<file path="src/rtl/mem_port_arbiter.sv">
// Shared memory port arbiter: instruction fetch (IF) vs load/store (LS).
// LS has fixed priority, with a starvation guard that hands the port to IF
// after STARVE_LIM consecutive denied IF cycles. Granted commands are
// registered onto the memory port. A tag pipe that matches the memory read
// latency routes each returning word back to the requester that issued it.
module mem_port_arbiter #(
  parameter int          READ_LAT   = 1,
  parameter int          STARVE_LIM = 4,
  parameter logic [31:0] DATA_BASE  = 32'h0000_1000,
  parameter logic [31:0] DATA_LIMIT = 32'h0000_1FFF
) (
  input  logic        i_clk,
  input  logic        i_rst_n,
  input  logic        i_if_req,
  input  logic [31:0] i_if_addr,
  input  logic        i_if_flush,
  output logic        o_if_gnt,
  output logic        o_if_rvalid,
  output logic [31:0] o_if_rdata,
  input  logic        i_ls_req,
  input  logic        i_ls_we,
  input  logic [31:0] i_ls_addr,
  input  logic [31:0] i_ls_wdata,
  output logic        o_ls_gnt,
  output logic        o_ls_rvalid,
  output logic [31:0] o_ls_rdata,
  output logic        o_ls_err,
  output logic        o_we,
  output logic [31:0] o_addr,
  output logic [31:0] o_wdata,
  input  logic [31:0] i_rdata
);

  localparam int DEPTH = READ_LAT + 1;
  localparam int CW    = (STARVE_LIM < 1) ? 1 : $clog2(STARVE_LIM + 1);

  typedef struct packed {
    logic valid;
    logic owner_ls;
    logic is_store;
    logic err;
  } tag_t;

  logic [CW-1:0] r_starve_cnt;
  logic          r_we;
  logic [31:0]   r_addr;
  logic [31:0]   r_wdata;
  tag_t          r_tag [DEPTH];

  logic w_if_prio;
  logic w_ls_gnt;
  logic w_if_gnt;
  logic w_ls_legal;
  tag_t w_new_tag;
  tag_t w_head;

  // Drops an IF entry when a flush is active; LS entries pass untouched.
  function automatic tag_t f_flush(input tag_t t, input logic fl);
    tag_t r;
    r = t;
    if (fl && !t.owner_ls) r.valid = 1'b0;
    return r;
  endfunction

  assign w_ls_legal = (i_ls_addr[1:0] == 2'b00) &&
                      (i_ls_addr >= DATA_BASE) &&
                      (i_ls_addr <= DATA_LIMIT);

  // Grants are suppressed while reset is asserted so nothing is accepted
  // that the cleared pipe would then lose.
  assign w_if_prio = i_if_req && (r_starve_cnt == CW'(STARVE_LIM));
  assign w_ls_gnt  = i_rst_n && i_ls_req && !w_if_prio;
  assign w_if_gnt  = i_rst_n && i_if_req && !w_ls_gnt;

  assign o_ls_gnt = w_ls_gnt;
  assign o_if_gnt = w_if_gnt;

  // Count consecutive denied IF cycles, saturating at the priority threshold.
  always_ff @(posedge i_clk) begin
    if (!i_rst_n) begin
      r_starve_cnt <= '0;
    end else if (!i_if_req || w_if_gnt) begin
      r_starve_cnt <= '0;
    end else if (r_starve_cnt != CW'(STARVE_LIM)) begin
      r_starve_cnt <= r_starve_cnt + CW'(1);
    end
  end

  // Register the granted command onto the memory port for one cycle.
  // Rejected LS accesses leave the address untouched and never write.
  always_ff @(posedge i_clk) begin
    if (!i_rst_n) begin
      r_we    <= 1'b0;
      r_addr  <= '0;
      r_wdata <= '0;
    end else begin
      r_we <= 1'b0;
      if (w_if_gnt) begin
        r_addr <= i_if_addr;
      end else if (w_ls_gnt && w_ls_legal) begin
        r_addr <= i_ls_addr;
        r_we   <= i_ls_we;
        if (i_ls_we) r_wdata <= i_ls_wdata;
      end
    end
  end

  assign o_we    = r_we;
  assign o_addr  = r_addr;
  assign o_wdata = r_wdata;

  // Build the tag for this cycle's grant; a flushed IF grant gets no tag.
  always_comb begin
    w_new_tag = '0;
    if (w_ls_gnt) begin
      w_new_tag.valid    = 1'b1;
      w_new_tag.owner_ls = 1'b1;
      w_new_tag.is_store = i_ls_we;
      w_new_tag.err      = !w_ls_legal;
    end else if (w_if_gnt && !i_if_flush) begin
      w_new_tag.valid    = 1'b1;
    end
  end

  // Shift tags in step with the memory latency, killing IF entries on flush.
  always_ff @(posedge i_clk) begin
    if (!i_rst_n) begin
      for (int i = 0; i < DEPTH; i++) r_tag[i] <= '0;
    end else begin
      r_tag[0] <= w_new_tag;
      for (int i = 1; i < DEPTH; i++) r_tag[i] <= f_flush(r_tag[i-1], i_if_flush);
    end
  end

  // The oldest tag lines up with i_rdata. A flush in the cycle an IF word
  // returns also suppresses it, so no pre-flush fetch ever reaches IF.
  assign w_head      = r_tag[READ_LAT];
  assign o_if_rvalid = w_head.valid && !w_head.owner_ls && !i_if_flush;
  assign o_if_rdata  = o_if_rvalid ? i_rdata : '0;
  assign o_ls_rvalid = w_head.valid && w_head.owner_ls;
  assign o_ls_err    = o_ls_rvalid && w_head.err;
  assign o_ls_rdata  = (o_ls_rvalid && !w_head.is_store && !w_head.err) ? i_rdata : '0;

endmodule

</file>
<file path="config.mk">
export PLATFORM = sky130hd
export DESIGN_NAME = mem_port_arbiter
export DESIGN_NICKNAME = d
export VERILOG_FILES = /design/src/rtl/mem_port_arbiter.sv
export SDC_FILE = /design/constraint.sdc
export NUM_CORES = 1
export LEC_CHECK = 0
export ABC_AREA = 1
export BUFFER_PORTS_ARGS = -buffer_cell sky130_fd_sc_hd__buf_2
export CORE_MARGIN = 8
export CORE_UTILIZATION = 35
export CTS_CLUSTER_DIAMETER = 40
export DETAILED_ROUTE_END_ITERATION = 16
export PLACE_DENSITY = 0.74
export SLEW_MARGIN = 20
export SYNTH_ARGS = -nofsm -noshare
export SYNTH_HDL_FRONTEND = slang
export SYNTH_SLANG_ARGS = --single-unit
</file>
<file path="constraint.sdc">
create_clock -name i_clk -period 5.1 [get_ports i_clk]
set_input_delay 1.53 -clock i_clk [delete_from_list [all_inputs] [get_ports i_clk]]
set_output_delay 1.53 -clock i_clk [all_outputs]
set_load 0.02 [all_outputs]
</file>
==> impl_metrics.py, run 1 <==
metrics = {
    "worst_setup_path": {
        "r2r_start": "r_starve_cnt[0]$_SDFFE_PP0P_",
        "critPathRequiredTime_ns": 3.57,
        "crit_start": "i_if_flush",
        "worstPathArrival_ns": 2.69,
        "critPathKind": "in -> out",
        "cp-end-kind": "output pin",
        "cp-start-kind": "input pin",
        "critPathMaxFanout": 32,
    },
    "die": {
        "die_h_um": 118,
        "die-area_mm2": 0.0139,
        "start_util_pct": 35.6,
        "core_mm2": 0.0102,
        "dieWidth_um": 118,
        "rows": 37,
        "ios": 268,
    },
    "yosys": {
        "synth_area_leaders": "dfxtp_1 42%, nor2_1 15%, nand2_1 12%",
        "synth_area_leader_cell": "dfxtp_1",
        "yosysTopAreaCellShare_pct": 41.9,
        "ys_top_cells_by_count": "146 x nor2_1, 112 x nand2_1, 82 x inv_1, 76 x dfxtp_1, 34 x nand3_1",
        "syn_avg_cell_area_um2": 6.40,
        "async_reset_ff_share_pct": 0,
        "netlist_instances": 567,
        "synthFlopType": "dfxtp_1",
        "synthesis.nets": 703,
        "netlist_area_mm2": 0.00363,
        "seq_area_frac_synth_pct": 41.9,
        "ys_types": 23,
        "synth_edf_count": 0,
        "synth_most_common_cell": "nor2_1",
        "synth_warnings": 0,
        "synth_seq_cells": 76,
    },
    "global_route": {
        "grt_max_degree": 43,
        "grt_pass1_vias": 4163,
        "grt-ovfl-total": 0,
        "grtUsageTotal_pct": 18.0,
        "antenna_found_initial": 2,
        "grt_first_pass_wirelength_um": 20800,
    },
    "cts": {
        "hold_buffers": 0,
        "cts_setup_buffers": 0,
        "ctsResizeCount": 0,
        "clock_latency_ns": 0.36,
        "path_clk_slew_ns": 0.08,
        "cts.htree.levels": 3,
        "cts_tree": "built",
        "cts_buffers": 9,
        "clock_path_buffers": 2,
        "cts.sinks": 76,
        "cts_root_buf": "clkbuf_8",
    },
    "place": {
        "dp_hpwl_um": 9950,
        "place.port_buffers": 267,
        "gp_congestion": 0.806,
    },
    "layout": {
        "fin_nets": 949,
        "syn_to_final_growth_pct": 43.2,
        "drive_gt1_share_pct": 35.9,
        "final_core_util_pct": 51.0,
    },
    "drt": {
        "drtIter0Drc": 219,
        "viasPerCell": 4.52,
        "ant_nets": 0,
        "drcViolationCount": 0,
        "vias": 4316,
        "route.detailed.wl_per_inst_um": 13.6,
        "dr.pass1.iters": 4,
        "routed_wirelength_um": 13000,
    },
    "power": {
        "p_per_area_mw_per_mm2": 238,
        "power.leakage_nw": 3.06,
        "irDropWorstVdd_mv": 0.141,
    },
    "sta": {
        "period_needed_ns": 4.22,
        "finalCritPeriodShare_pct": 82.8,
        "finalClockSkew_ns": 0.0140,
        "worst_pin_slew_ns": 0.994,
        "rsz0062_at_grt": "false",
        "slew_headroom_pct": 33.6,
        "setup_tns_ns": 0,
        "setup_viol": 0,
        "report.final.slew_viol_count": 0,
        "hold_viol": 0,
        "max_freq_mhz": 237,
    },
    "run_status": {
        "outcome": "finished clean",
    },
    "hold_path": {
        "min-delay-start": "r_tag[0][0]$_SDFF_PN0_",
        "hold_path_class": "reg -> reg",
    },
    "flow_run": {
        "cap_violations": 0,
    },
}
-- power by group --
group          internal [W]  switching [W]  total, W
registers          0.000607     0.00000618  0.000613
clock network      0.000188       0.000257  0.000445
logic             0.0000709       0.000106  0.000177
total              0.000866       0.000369   0.00124
-- cell usage in the layout, fill, tap and decap left out --
cell type / Yosys / layout
buf_2: 14 / 267
nor2_1: 146 / 146
nand2_1: 112 / 112
inv_1: 82 / 82
dfxtp_1: 76 / 76
nand3_1: 34 / 34
a21oi_1: 33 / 33
nand4_1: 32 / 32
clkbuf_8: 0 / 9
buf_4: 3 / 4
inv_2: 2 / 2
nor2_4: 2 / 2
o21ai_0: 2 / 2
ha_1: 2 / 2
inv_6: 0 / 2
clkinvlp_4: 0 / 2
diode_2: 0 / 1
clkinv_1: 1 / 1
nand2_2: 1 / 1
nor3_1: 1 / 1
or2_0: 1 / 1
nand4_4: 1 / 1
o211ai_1: 1 / 1
nor2_2: 1 / 1
xnor2_1: 1 / 1
clkinv_4: 0 / 1
clkinv_8: 0 / 1
inv_8: 0 / 1
-- state kept, by name (all words and copies together) (netlist names) --
signal / count
r_tag: 8
o_we: 1
o_addr: 32
o_wdata: 32
r_starve_cnt: 3
-- cells by family (layout without fill, tap and decap cells) --
family | after synthesis | count (layout) | synth area share (%)
XOR/XNOR | 1 | 1 | 0.242
AND/OR/NAND/NOR | 331 | 331 | 38.8
AO/OA/AOI/OAI | 36 | 36 | 5.04
adder cells (fa/ha/maj) | 2 | 2 | 0.690
flip-flops | 76 | 76 | 41.9
other | 0 | 1 | 0
buffers and inverters | 121 | 372 | 13.3
-- critical path, cell delays in order --
cell	delay [ns]
buf_2	0.11
nor3_1	0.21
inv_1	0.43
nor2_1	0.22
buf_2	0.19
-- through the flow --
step / setup slack (ns) / power (W) / area [um^2] / hold slack [ns] / cells
2_1_floorplan: 0.781 / 0.000721 / 3630 / 0.390 / 567
5_1_grt: 0.683 / 0.00130 / 5190 / 0.448 / 955
4_1_cts: 0.888 / 0.00125 / 5190 / 0.420 / 954
6_report: 0.875 / 0.00124 / 5190 / 0.416 / 955
3_5_place_dp: 0.886 / 0.000805 / 5000 / 0.399 / 938
3_3_place_gp: 0.975 / 0.000803 / 5000 / 0.398 / 938
-- per-layer routing --
layer | global-route usage (%) | vias to the layer above | share of wire, %
met5 | 0 | - | 0.10
met4 | 7.77 | 2 | 1.9
met3 | 5.80 | 19 | 7.8
met2 | 31.5 | 179 | 50
met1 | 19.6 | 1893 | 40
li1 | - | 2223 | -
-- path summary, 6_finish.rpt --
| path | to | slack (ns) | cells past startpoint |
|---|---|---|---|
| hold reg to reg | r_tag[0][4]$_SDFF_PN0_ | 0.42 | 2 |
| setup / recovery | o_if_rdata[23] | 0.88 | 5 |
| hold / removal | r_tag[0][4]$_SDFF_PN0_ | 0.42 | 2 |
| setup reg to reg | o_wdata[12]$_SDFFE_PN0P_ | 2.13 | 10 |
-- area by class of cell --
cell class	count	area [um^2]
clock inverters	7	68.8
flip-flops and latches	76	1520
clock buffers	9	124
repair buffers	271	1370
inverters	85	319
multi-input cells	370	1620
fillers	1102	4990
diodes	1	2.50
well taps	136	170
Power figures use the tool's default switching activity.
==> run 2: changes to the inputs <==
- clock period: 5.1 -> 4.1 ns (I/O delays scaled with it)
==> impl_metrics.py, run 2 (synthesized netlist as in run 1, its figures left out) <==
metrics = {
    "cts": {
        "cts.sinks": 76,
        "cts.htree.levels": 3,
        "ctsResizeCount": 0,
        "clock_latency_ns": 0.35,
        "clock_path_buffers": 2,
        "cts_tree": "built",
        "hold_buffers": 0,
        "cts_setup_buffers": 0,
        "cts_root_buf": "clkbuf_8",
        "path_clk_slew_ns": 0.08,
        "cts_buffers": 9,
    },
    "layout": {
        "insertedDiodeCount": 0,
        "fin_nets": 951,
        "drive_gt1_share_pct": 36.1,
        "final_common_cell": "buf_2",
        "final_cell_mix": "267 x buf_2, 146 x nor2_1, 112 x nand2_1, 82 x inv_1, 76 x dfxtp_1",
        "syn_to_final_growth_pct": 44.0,
    },
    "drt": {
        "drcViolationCount": 0,
        "route.detailed.wl_per_inst_um": 13.5,
        "vias": 4289,
        "ant_nets": 0,
        "routed_wirelength_um": 12900,
        "viasPerCell": 4.49,
        "dr.pass1.iters": 4,
        "drtIter0Drc": 283,
    },
    "die": {
        "core_mm2": 0.0102,
        "die-area_mm2": 0.0139,
        "dieWidth_um": 118,
        "rows": 37,
        "start_util_pct": 35.6,
        "ios": 268,
        "die_h_um": 118,
    },
    "power": {
        "power.leakage_nw": 3.08,
        "irDropWorstVdd_mv": 0.283,
        "p_total_w": 0.00158,
        "p_per_area_mw_per_mm2": 303,
    },
    "global_route": {
        "grt_max_degree": 43,
        "grt_first_pass_wirelength_um": 20200,
        "grt-ovfl-total": 0,
        "grtUsageTotal_pct": 17.6,
        "grt_pass1_vias": 4087,
        "antenna_found_initial": 1,
    },
    "sta": {
        "worst_pin_slew_ns": 1.05,
        "slew_headroom_pct": 29.9,
        "setup_tns_ns": 0,
        "max_freq_mhz": 275,
        "report.final.slew_viol_count": 0,
        "setup_ws_ns": 0.462,
        "setup_viol": 0,
        "rsz0062_at_grt": "false",
        "finalCritPeriodShare_pct": 88.7,
        "period_needed_ns": 3.64,
        "finalClockSkew_ns": 0.00861,
        "hold_viol": 0,
    },
    "hold_path": {
        "hold_path_class": "reg -> reg",
    },
    "worst_setup_path": {
        "critPathMaxStageDelay_ns": 0.43,
        "critPathSlowestCell": "inv_1",
        "critPathMaxFanout": 32,
        "crit_top_cell": "buf_2",
        "crit_chain": "buf_2, nor3_1, inv_1, nor2_1, buf_2",
        "critPathKind": "in -> out",
        "cp.buffers_inverters": 3,
        "critPathRequiredTime_ns": 2.87,
        "cp-end-kind": "output pin",
        "worstPathArrival_ns": 2.41,
        "cp-start-kind": "input pin",
        "critPathTopFamily": "buffers and inverters",
    },
    "place": {
        "dp_slack_ns": 0.477,
        "gp_congestion": 0.808,
        "dp_hpwl_um": 9930,
        "place.port_buffers": 267,
    },
    "run_status": {
        "outcome": "finished clean",
    },
    "flow_run": {
        "cap_violations": 0,
    },
}
[run 2: worst register-to-register path, stage by stage (launching register included)]
cell	delay, ns
dfxtp_1	0.36
inv_1	0.05
ha_1	0.21
nand3_1	0.11
nand2_2	0.09
inv_2	0.30
nor2_4	0.05
buf_4	0.25
inv_2	0.54
nand2_1	0.39
nand2_1	0.14
a21oi_1	0.07
[run 2: final cells by class]
type                            count  area (um^2)
Fill cell                        1072         4960
Multi-Input combinational cell    370         1620
Sequential cell                    76         1520
Timing Repair Buffer              273         1380
Inverter                           85          319
Tap cell                          136          170
Clock buffer                       10          138
Clock inverter                      6         70.1
[run 2: final timing paths]
kind | start | cells past startpoint | end | slack [ns]
max reg2reg | r_starve_cnt[0]$_SDFFE_PP0P_ | 11 | o_addr[4]$_SDFFE_PN0P_ | 1.37
max | i_if_flush | 5 | o_if_rdata[1] | 0.46
min reg2reg | r_tag[0][1]$_SDFF_PN0_ | 2 | r_tag[0][5]$_SDFF_PN0_ | 0.42
min | r_tag[0][1]$_SDFF_PN0_ | 2 | r_tag[0][5]$_SDFF_PN0_ | 0.42
[run 2: per-stage QoR]
| step | utilization, % | cells | instance area, um^2 | hold slack [ns] |
|---|---|---|---|---|
| after detailed placement | 49.2 | 940 | 5010 | 0.404 |
| after floorplan | - | 567 | 3630 | 0.390 |
| after CTS | 51.3 | 956 | 5220 | 0.424 |
| after global routing | 51.3 | 956 | 5220 | 0.445 |
| final | 51.3 | 956 | 5220 | 0.419 |
| after global placement | 49.2 | 940 | 5010 | 0.393 |
[run 2: layer usage]
metal	vias up	global-route usage (%)	routed length [um]
met5	-	0	13
met4	2	5.84	197
li1	2224	-	-
met3	18	6.19	1000
met2	176	32.1	6510
met1	1869	18.3	5190
[run 2: where the power goes]
| part | internal [W] | leakage, nW | switching [W] |
|---|---|---|---|
| combinational | 0.0000888 | 2.36 | 0.000132 |
| sequential | 0.000755 | 0.617 | 0.00000819 |
| clock | 0.000303 | 0.107 | 0.000294 |
==> run 3: changes to the inputs <==
- CORE_ASPECT_RATIO: unset -> 1.4
==> impl_metrics.py, run 3 (synthesized netlist as in run 1, its figures left out) <==
metrics = {
    "layout": {
        "syn_to_final_growth_pct": 47.7,
        "drive_gt1_share_pct": 35.9,
        "insertedDiodeCount": 0,
        "final_common_cell": "buf_2",
        "fin_nets": 952,
        "design_area_mm2": 0.00536,
        "final_cell_mix": "267 x buf_2, 146 x nor2_1, 112 x nand2_1, 82 x inv_1, 76 x dfxtp_1",
        "final_core_util_pct": 52.3,
    },
    "sta": {
        "setup_tns_ns": 0,
        "report.final.slew_viol_count": 0,
        "rsz0062_at_grt": "false",
        "max_freq_mhz": 277,
        "finalClockSkew_ns": 0.00648,
        "worst_pin_slew_ns": 1.01,
        "setup_viol": 0,
        "period_needed_ns": 3.61,
        "hold_viol": 0,
        "slew_headroom_pct": 32.4,
        "finalCritPeriodShare_pct": 88.1,
    },
    "global_route": {
        "grt_pass1_vias": 3908,
        "grt_first_pass_wirelength_um": 19600,
        "busiest_layer": "met2",
        "grt_max_degree": 43,
        "grt_use_met2_pct": 30.9,
        "use_met1_pct": 18.8,
        "grtUsageTotal_pct": 17.6,
        "grt-ovfl-total": 0,
        "antenna_found_initial": 1,
        "gr-usage-met3_pct": 5.95,
    },
    "place": {
        "dp_hpwl_um": 10200,
        "gp_congestion": 0.826,
        "dpl_cell_area_mm2": 0.00502,
        "place.port_buffers": 267,
    },
    "worst_setup_path": {
        "critPathSlowestCell": "inv_1",
        "critPathRequiredTime_ns": 2.87,
        "critPathMaxStageDelay_ns": 0.40,
        "worstPathArrival_ns": 2.38,
        "crit_chain": "buf_2, nor3_1, inv_1, nor2_1, buf_2",
        "cp-start-kind": "input pin",
        "crit_top_cell": "buf_2",
        "critPathKind": "in -> out",
        "critPathMaxFanout": 32,
        "cp-end-kind": "output pin",
    },
    "cts": {
        "cts_buffers": 9,
        "hold_buffers": 0,
        "ctsResizeCount": 0,
        "cts_root_buf": "clkbuf_16",
        "cts.sinks": 76,
        "cts.htree.levels": 3,
        "cts_setup_buffers": 0,
        "cts_tree": "built",
        "path_clk_slew_ns": 0.05,
        "clock_latency_ns": 0.33,
        "clock_path_buffers": 2,
    },
    "drt": {
        "routed_wirelength_um": 13200,
        "vias": 4257,
        "ant_nets": 0,
        "route.detailed.wl_per_inst_um": 13.8,
        "dr.pass1.iters": 4,
        "drtIter0Drc": 149,
        "drcViolationCount": 0,
        "viasPerCell": 4.44,
    },
    "die": {
        "rows": 44,
        "die-area_mm2": 0.0139,
        "dieWidth_um": 102,
        "core_mm2": 0.0102,
        "start_util_pct": 35.4,
        "ios": 268,
        "die_h_um": 136,
    },
    "flow_run": {
        "cap_violations": 0,
    },
    "power": {
        "p_total_w": 0.00187,
        "irDropWorstVdd_mv": 0.198,
        "power.leakage_nw": 3.14,
        "p_per_area_mw_per_mm2": 349,
    },
    "run_status": {
        "outcome": "finished clean",
    },
    "hold_path": {
        "hold_path_class": "reg -> reg",
    },
}
## run 3: cell types whose count changed in the layout (fill, tap and decap cells not counted)
cell       before  now
inv_6           2    0
clkinv_2        1    0
buf_4           6    7
clkbuf_16       0    9
clkinv_4        2    1
clkbuf_8       10    0
bufinv_16       1    3
clkbuf_1        0    2
## run 3: final cells by class
cell class,instances,area [um^2]
repair buffers,274,1390
fillers,1085,4880
flip-flops and latches,76,1520
well taps,138,173
clock buffers,11,233
clock inverters,4,98.8
multi-input cells,370,1620
inverters,85,319
## run 3: power by group
group / total (W) / internal (W) / switching [W]
sequential: 0.000764 / 0.000756 / 0.00000805
clock: 0.000887 / 0.000593 / 0.000294
combinational: 0.000219 / 0.0000887 / 0.000130
## run 3: path summary, 6_finish.rpt
check                           slack (ns)                      to  cells after the start                          from
worst max-delay path                  0.49          o_if_rdata[31]                      5                    i_if_flush
worst min-delay path                  0.41  r_tag[0][5]$_SDFF_PN0_                      2        r_tag[0][1]$_SDFF_PN0_
worst max register to register        1.53  o_addr[5]$_SDFFE_PN0P_                     11  r_starve_cnt[0]$_SDFFE_PP0P_
worst min register to register        0.41  r_tag[0][5]$_SDFF_PN0_                      2        r_tag[0][1]$_SDFF_PN0_
## run 3: per-stage QoR
step           std cells  hold WS (ns)  worst slack [ns]
3_5_place_dp         943         0.405             0.515
6_report             958         0.414             0.490
4_1_cts              958         0.419             0.513
3_3_place_gp         943         0.401             0.596
5_1_grt              958         0.451             0.263
2_1_floorplan        567         0.390             0.381
## run 3: layer usage
metal	part of all wire, %	wire length (um)
met1	38	5050
met2	50	6630
met3	9.6	1270
met4	2.0	267
met5	0.11	14
## run 3: worst max-delay path: cells and delay by family
family / cells / cell delay (ns)
buf+inv: 3 / 0.71
simple gates: 2 / 0.43
